$ cat src/rtl/module_lector_banco_if.sv
// Connection bundle between the register-file dump reader and its environment:
// dump control, register-file read port and the outgoing byte stream.
interface module_lector_banco_if #(
    parameter int N = 32,
    parameter int W = 32
);
    localparam int AW = (N > 1) ? $clog2(N) : 1;

    logic          start;
    logic [AW-1:0] addr_rs;
    logic [W-1:0]  rs_data;
    logic [7:0]    out_data;
    logic          out_valid;
    logic          out_ready;
    logic          busy;
    logic          done;
    logic [1:0]    state;

    // Byte stream: a byte moves on every rising edge where out_valid and out_ready
    // are both 1; once raised, out_valid and out_data stay put until that happens.
    modport master (
        input  start, rs_data, out_ready,
        output addr_rs, out_data, out_valid, busy, done, state
    );

    modport slave (
        output start, rs_data, out_ready,
        input  addr_rs, out_data, out_valid, busy, done, state
    );
endinterface

$ cat src/rtl/module_lector_banco.sv
// Reads register-file entries 0..N-1 on start and serialises each W-bit word
// as W/8 bytes, MSB byte first, over a valid/ready stream; read-only on the file.
module module_lector_banco #(
    parameter int N = 32,
    parameter int W = 32
) (
    input logic                  clk,
    input logic                  rst,
    module_lector_banco_if.master bus
);
    localparam int AW    = (N > 1) ? $clog2(N) : 1;
    localparam int BYTES = W / 8;
    localparam int BCW   = (BYTES > 1) ? $clog2(BYTES) : 1;

    typedef enum logic [1:0] {
        IDLE = 2'd0,
        LOAD = 2'd1,
        SEND = 2'd2,
        DONE = 2'd3
    } state_t;

    state_t         state;
    logic [AW-1:0]  addr;
    logic [BCW-1:0] byte_cnt;
    logic [W-1:0]   shreg;
    logic           out_valid_r;
    logic           busy_r;
    logic           done_r;

    always_ff @(posedge clk or posedge rst) begin
        if (rst) begin
            state       <= IDLE;
            addr        <= '0;
            byte_cnt    <= '0;
            shreg       <= '0;
            out_valid_r <= 1'b0;
            busy_r      <= 1'b0;
            done_r      <= 1'b0;
        end else begin
            case (state)
                IDLE: begin
                    done_r <= 1'b0;
                    if (bus.start) begin
                        addr   <= '0;
                        busy_r <= 1'b1;
                        state  <= LOAD;
                    end
                end
                LOAD: begin
                    shreg       <= bus.rs_data;
                    byte_cnt    <= '0;
                    out_valid_r <= 1'b1;
                    state       <= SEND;
                end
                SEND: begin
                    // Without out_ready nothing moves, so out_data and addr_rs hold.
                    if (bus.out_ready) begin
                        shreg    <= shreg << 8;
                        byte_cnt <= byte_cnt + BCW'(1);
                        if (byte_cnt == BCW'(BYTES - 1)) begin
                            out_valid_r <= 1'b0;
                            if (addr == AW'(N - 1)) begin
                                done_r <= 1'b1;
                                state  <= DONE;
                            end else begin
                                addr  <= addr + AW'(1);
                                state <= LOAD;
                            end
                        end
                    end
                end
                DONE: begin
                    done_r <= 1'b0;
                    busy_r <= 1'b0;
                    state  <= IDLE;
                end
                default: state <= IDLE;
            endcase
        end
    end

    assign bus.addr_rs   = addr;
    assign bus.out_data  = shreg[W-1 -: 8];
    assign bus.out_valid = out_valid_r;
    assign bus.busy      = busy_r;
    assign bus.done      = done_r;
    assign bus.state     = state;
endmodule

$ cat src/flat_wrapper.sv
// flat-port wrapper written by rule: the top's interface ports become plain ports
module module_lector_banco_flat 
#(
    parameter int N = 32,
    parameter int W = 32
)
  (clk, rst, bus_start, bus_rs_data, bus_out_ready, bus_addr_rs, bus_out_data, bus_out_valid, bus_busy, bus_done, bus_state);
  module_lector_banco_if #(.N(N), .W(W)) bus_i ();
  input logic clk;
  input logic rst;
  input wire logic [$bits(bus_i.start)-1:0] bus_start;
  input wire logic [$bits(bus_i.rs_data)-1:0] bus_rs_data;
  input wire logic [$bits(bus_i.out_ready)-1:0] bus_out_ready;
  output wire logic [$bits(bus_i.addr_rs)-1:0] bus_addr_rs;
  output wire logic [$bits(bus_i.out_data)-1:0] bus_out_data;
  output wire logic [$bits(bus_i.out_valid)-1:0] bus_out_valid;
  output wire logic [$bits(bus_i.busy)-1:0] bus_busy;
  output wire logic [$bits(bus_i.done)-1:0] bus_done;
  output wire logic [$bits(bus_i.state)-1:0] bus_state;
  assign bus_i.start = bus_start;
  assign bus_i.rs_data = bus_rs_data;
  assign bus_i.out_ready = bus_out_ready;
  assign bus_addr_rs = bus_i.addr_rs;
  assign bus_out_data = bus_i.out_data;
  assign bus_out_valid = bus_i.out_valid;
  assign bus_busy = bus_i.busy;
  assign bus_done = bus_i.done;
  assign bus_state = bus_i.state;
  module_lector_banco #(.N(N), .W(W)) u_core (.clk(clk), .rst(rst), .bus(bus_i));
endmodule
$ cat config.mk
export PLATFORM = sky130hd
export DESIGN_NAME = module_lector_banco_flat
export DESIGN_NICKNAME = d
export VERILOG_FILES = /design/src/rtl/module_lector_banco_if.sv /design/src/rtl/module_lector_banco.sv /design/src/flat_wrapper.sv
export SDC_FILE = /design/constraint.sdc
export NUM_CORES = 1
export LEC_CHECK = 0
export BUFFER_PORTS_ARGS = -buffer_cell sky130_fd_sc_hd__buf_2
export CAP_MARGIN = 5
export CORE_ASPECT_RATIO = 0.75
export CORE_MARGIN = 2
export CORE_UTILIZATION = 52
export CTS_CLUSTER_SIZE = 10
export DETAILED_ROUTE_END_ITERATION = 10
export PLACE_DENSITY = 0.82
export SYNTH_ARGS = -nofsm -noshare
export SYNTH_HDL_FRONTEND = slang
export SYNTH_SLANG_ARGS = --single-unit
$ cat constraint.sdc
create_clock -name clk -period 3.3 [get_ports clk]
set_input_delay 0 -clock clk [delete_from_list [all_inputs] [get_ports clk]]
set_output_delay 0 -clock clk [all_outputs]
set_load 0.005 [all_outputs]
==> run summary <==
Run status: complete, no violations
CTS tree: yes
Fmax: 486 MHz
Critical-path cell list: inv_1, ha_2, buf_4, inv_2, or3_1, o311ai_2
CP startpoint kind: register
Hold WS: 1.25 ps
Tmin final: 2060 ps
GR Util met1: 29.7%
Cts bufs inserted: 5
First-pass GRT wire length: 7280 microns
Syn Area/Cell: 10.5 sq um
ANT cells: 0
Critical-path top delay cell: buf_4
EDFF count, synth: 0
R2R setup slack: 1240 ps
Die H: 60.7 microns
Worst path bufs/invs: 3
Ys async rst share: 100%
Worst min-delay path endpoint: u_core.shreg[31]
# H-tree levels: 2
Maximum vdd drop: 415 uV
Slew headroom: 41.7%
Overflow after GRT: 0
Met3 Usage GRT: 4.46%
TNS Setup: 0 ps
Worst r2r src: u_core.bus.state[0]
Min-delay worst type: in -> reg
Yosys top cell by area: dfrtp_1
Worst path top cell family by delay: buffers and inverters
Leak: 0.00128 uW
Clock Skews: 4.15 ps
Clk Latency, worst-skew pair: 290 ps
Worst-Margin Slew: 873 ps
Vias in the first global route: 1,541
Critical setup path kind: reg -> reg
Synth Instances: 212
Via count: 1,711
M2 GR Usage: 30.6%
Worst Path Arrival: 2260 ps
Detailed Routing Iterations Pass 1: 6
Detail Route Antenna Nets: 0
Final Hold Fails: 0
Crit-path max FO: 44
Post-CTS Setup Repair Bufs: 0
Hold path startpoint: bus_rs_data[31]
RSZ-0062 raised after global routing: no
Post-Syn Area: 0.00223 sq mm
CP max stage delay: 500 ps
Crit share post-route: 62.4%
DP Wirelength: 3110 microns
Sequential area share after synthesis: 49.4%
Synth unique cells: 34
Largest cells by area after synthesis: dfrtp_1, mux2i_1, nand2_1
Capture point of the worst reg-to-reg path: u_core.bus.addr_rs[3]
Synth warn: 0
IO buf count: 53
PwrDens: 799 mW/mm^2
Clk slew on worst S/H paths: 80 ps
Most frequent cells after synthesis: dfrtp_1, nand2_1, mux2i_1, o21ai_0
#FFs+latches synth: 44
Initial antenna violation count: 0
Synth Flop Type: dfrtp_1
Die area: 0.00483 sq mm
DRT Wirelength: 4550 microns
Initial drt markers: 120
Via/cell ratio: 5.25
Hold depth: 3
Layout cells sized above 1: 25.5%
WL per Instance: 14.0 microns
Final setup vio count: 0
Reg2Reg Depth: 6
MaxCap Viol Count: 0
CP endpoint kind: register
FILL cells: 318
Core Rows: 20
Nets@finish: 313
Gr usage total: 20.3%
GRT busiest layer: met2
CTS Buffer Depth: 2
Clock root cell: clkbuf_8
Slew Limit Fails: 0
Post-Syn Nets: 255
Largest net degree at the start of global routing: 45
Cell Area, Placed: 0.00243 sq mm
Core Area: 0.00408 sq mm
Die width: 79.6 microns
Worst EP required: 3500 ps
Design Power: 2160 uW
Post-synth top area share: 49.4%
I/O pins: 54
RePlAce Congestion: 0.814
Layout area overhead: 21.6%
Gates resized, CTS repair: 0
Design Area, Final: 0.00271 sq mm
Initial Util: 54.6%
Number of clock sinks: 44
Most frequent cell after synthesis: dfrtp_1
DRC Markers: 0
kinds of logic after synthesis:
group / after synthesis / synth area share, %
fa+ha+maj: 7 / 3.93
simple gates: 53 / 10.8
compound gates: 54 / 15.6
mux: 26 / 12.2
flops: 44 / 49.4
buf+inv: 28 / 7.98
final cells by class:
cell class,instances,area [sq um],share of cell area [%]
clock inverter,3,42.5,1.57
timing repair buffer,72,450,16.6
tap,55,68.8,2.54
clock buffer,5,68.8,2.54
multi-input combinational,140,951,35.1
inverter,7,26.3,0.970
sequential,44,1100,40.6
cells in the final DEF (no fill, tap or decap), types with 2 or more instances in the layout:
master         count
a21oi_1            5
a22o_1             8
and2_1             2
buf_2             53
buf_4              2
clkbuf_8           5
dfrtp_1           44
dlygate4sd3_1     17
ha_1               6
inv_1              5
inv_2              2
mux2i_1           25
nand2_1           33
nand3_1            4
nand3b_1           2
nand4_1            2
nor2_1             4
nor2b_1            2
o211ai_1           2
o21ai_0           21
o21ai_1           10
o311ai_2           2
worst max path at each step:
stage / startpoint / cells after the start / to
6_report: u_core.bus.state[0] / 6 / u_core.bus.addr_rs[3]
3_3_place_gp: u_core.bus.state[0] / 6 / u_core.bus.addr_rs[3]
3_5_place_dp: u_core.bus.state[0] / 6 / u_core.bus.addr_rs[3]
5_1_grt: u_core.bus.state[0] / 6 / u_core.bus.addr_rs[3]
2_1_floorplan: u_core.bus.addr_rs[0] / 6 / u_core.bus.addr_rs[3]
4_1_cts: u_core.bus.state[0] / 6 / u_core.bus.addr_rs[3]
worst reg2reg max path: stages (launching register included):
cell and delay (ps):
dfrtp_1 430, inv_1 120, ha_2 220, buf_4 500, inv_2 100, or3_1 370
o311ai_2 220
metal layers:
layer	wire (microns)	part of all wire (%)
met2	2110	46
met3	220	4.8
met4	49	1.1
met5	0	0
met1	2160	48
flip-flops by register name (all words and copies together) (netlist names):
register	cells
u_core.bus.out_valid	1
u_core.bus.addr_rs	5
u_core.bus.done	1
u_core.bus.state	2
u_core.shreg	32
u_core.byte_cnt	2
u_core.bus.busy	1
power by group:
group          total [uW]  switching [uW]  internal, uW
registers             892             131           760
logic                 864             491           373
clock network         408             184           224
total                2160             807          1360
metrics by stage:
| stage | setup WS, ps | std cells | util [%] |
|---|---|---|---|
| global route | 1040 | 326 | 66.4 |
| CTS | 1240 | 326 | 66.4 |
| detailed placement | 1240 | 301 | 59.5 |
| global placement | 1320 | 301 | 59.5 |
| finish | 1240 | 326 | 66.4 |
| floorplan | 1580 | 212 | - |
what timing repair did:
action	CTS	global route
hold buffers	17	0
endpoints found under the hold margin	60	0
setup endpoints to repair	0	0
Power figures use the tool's default switching activity.
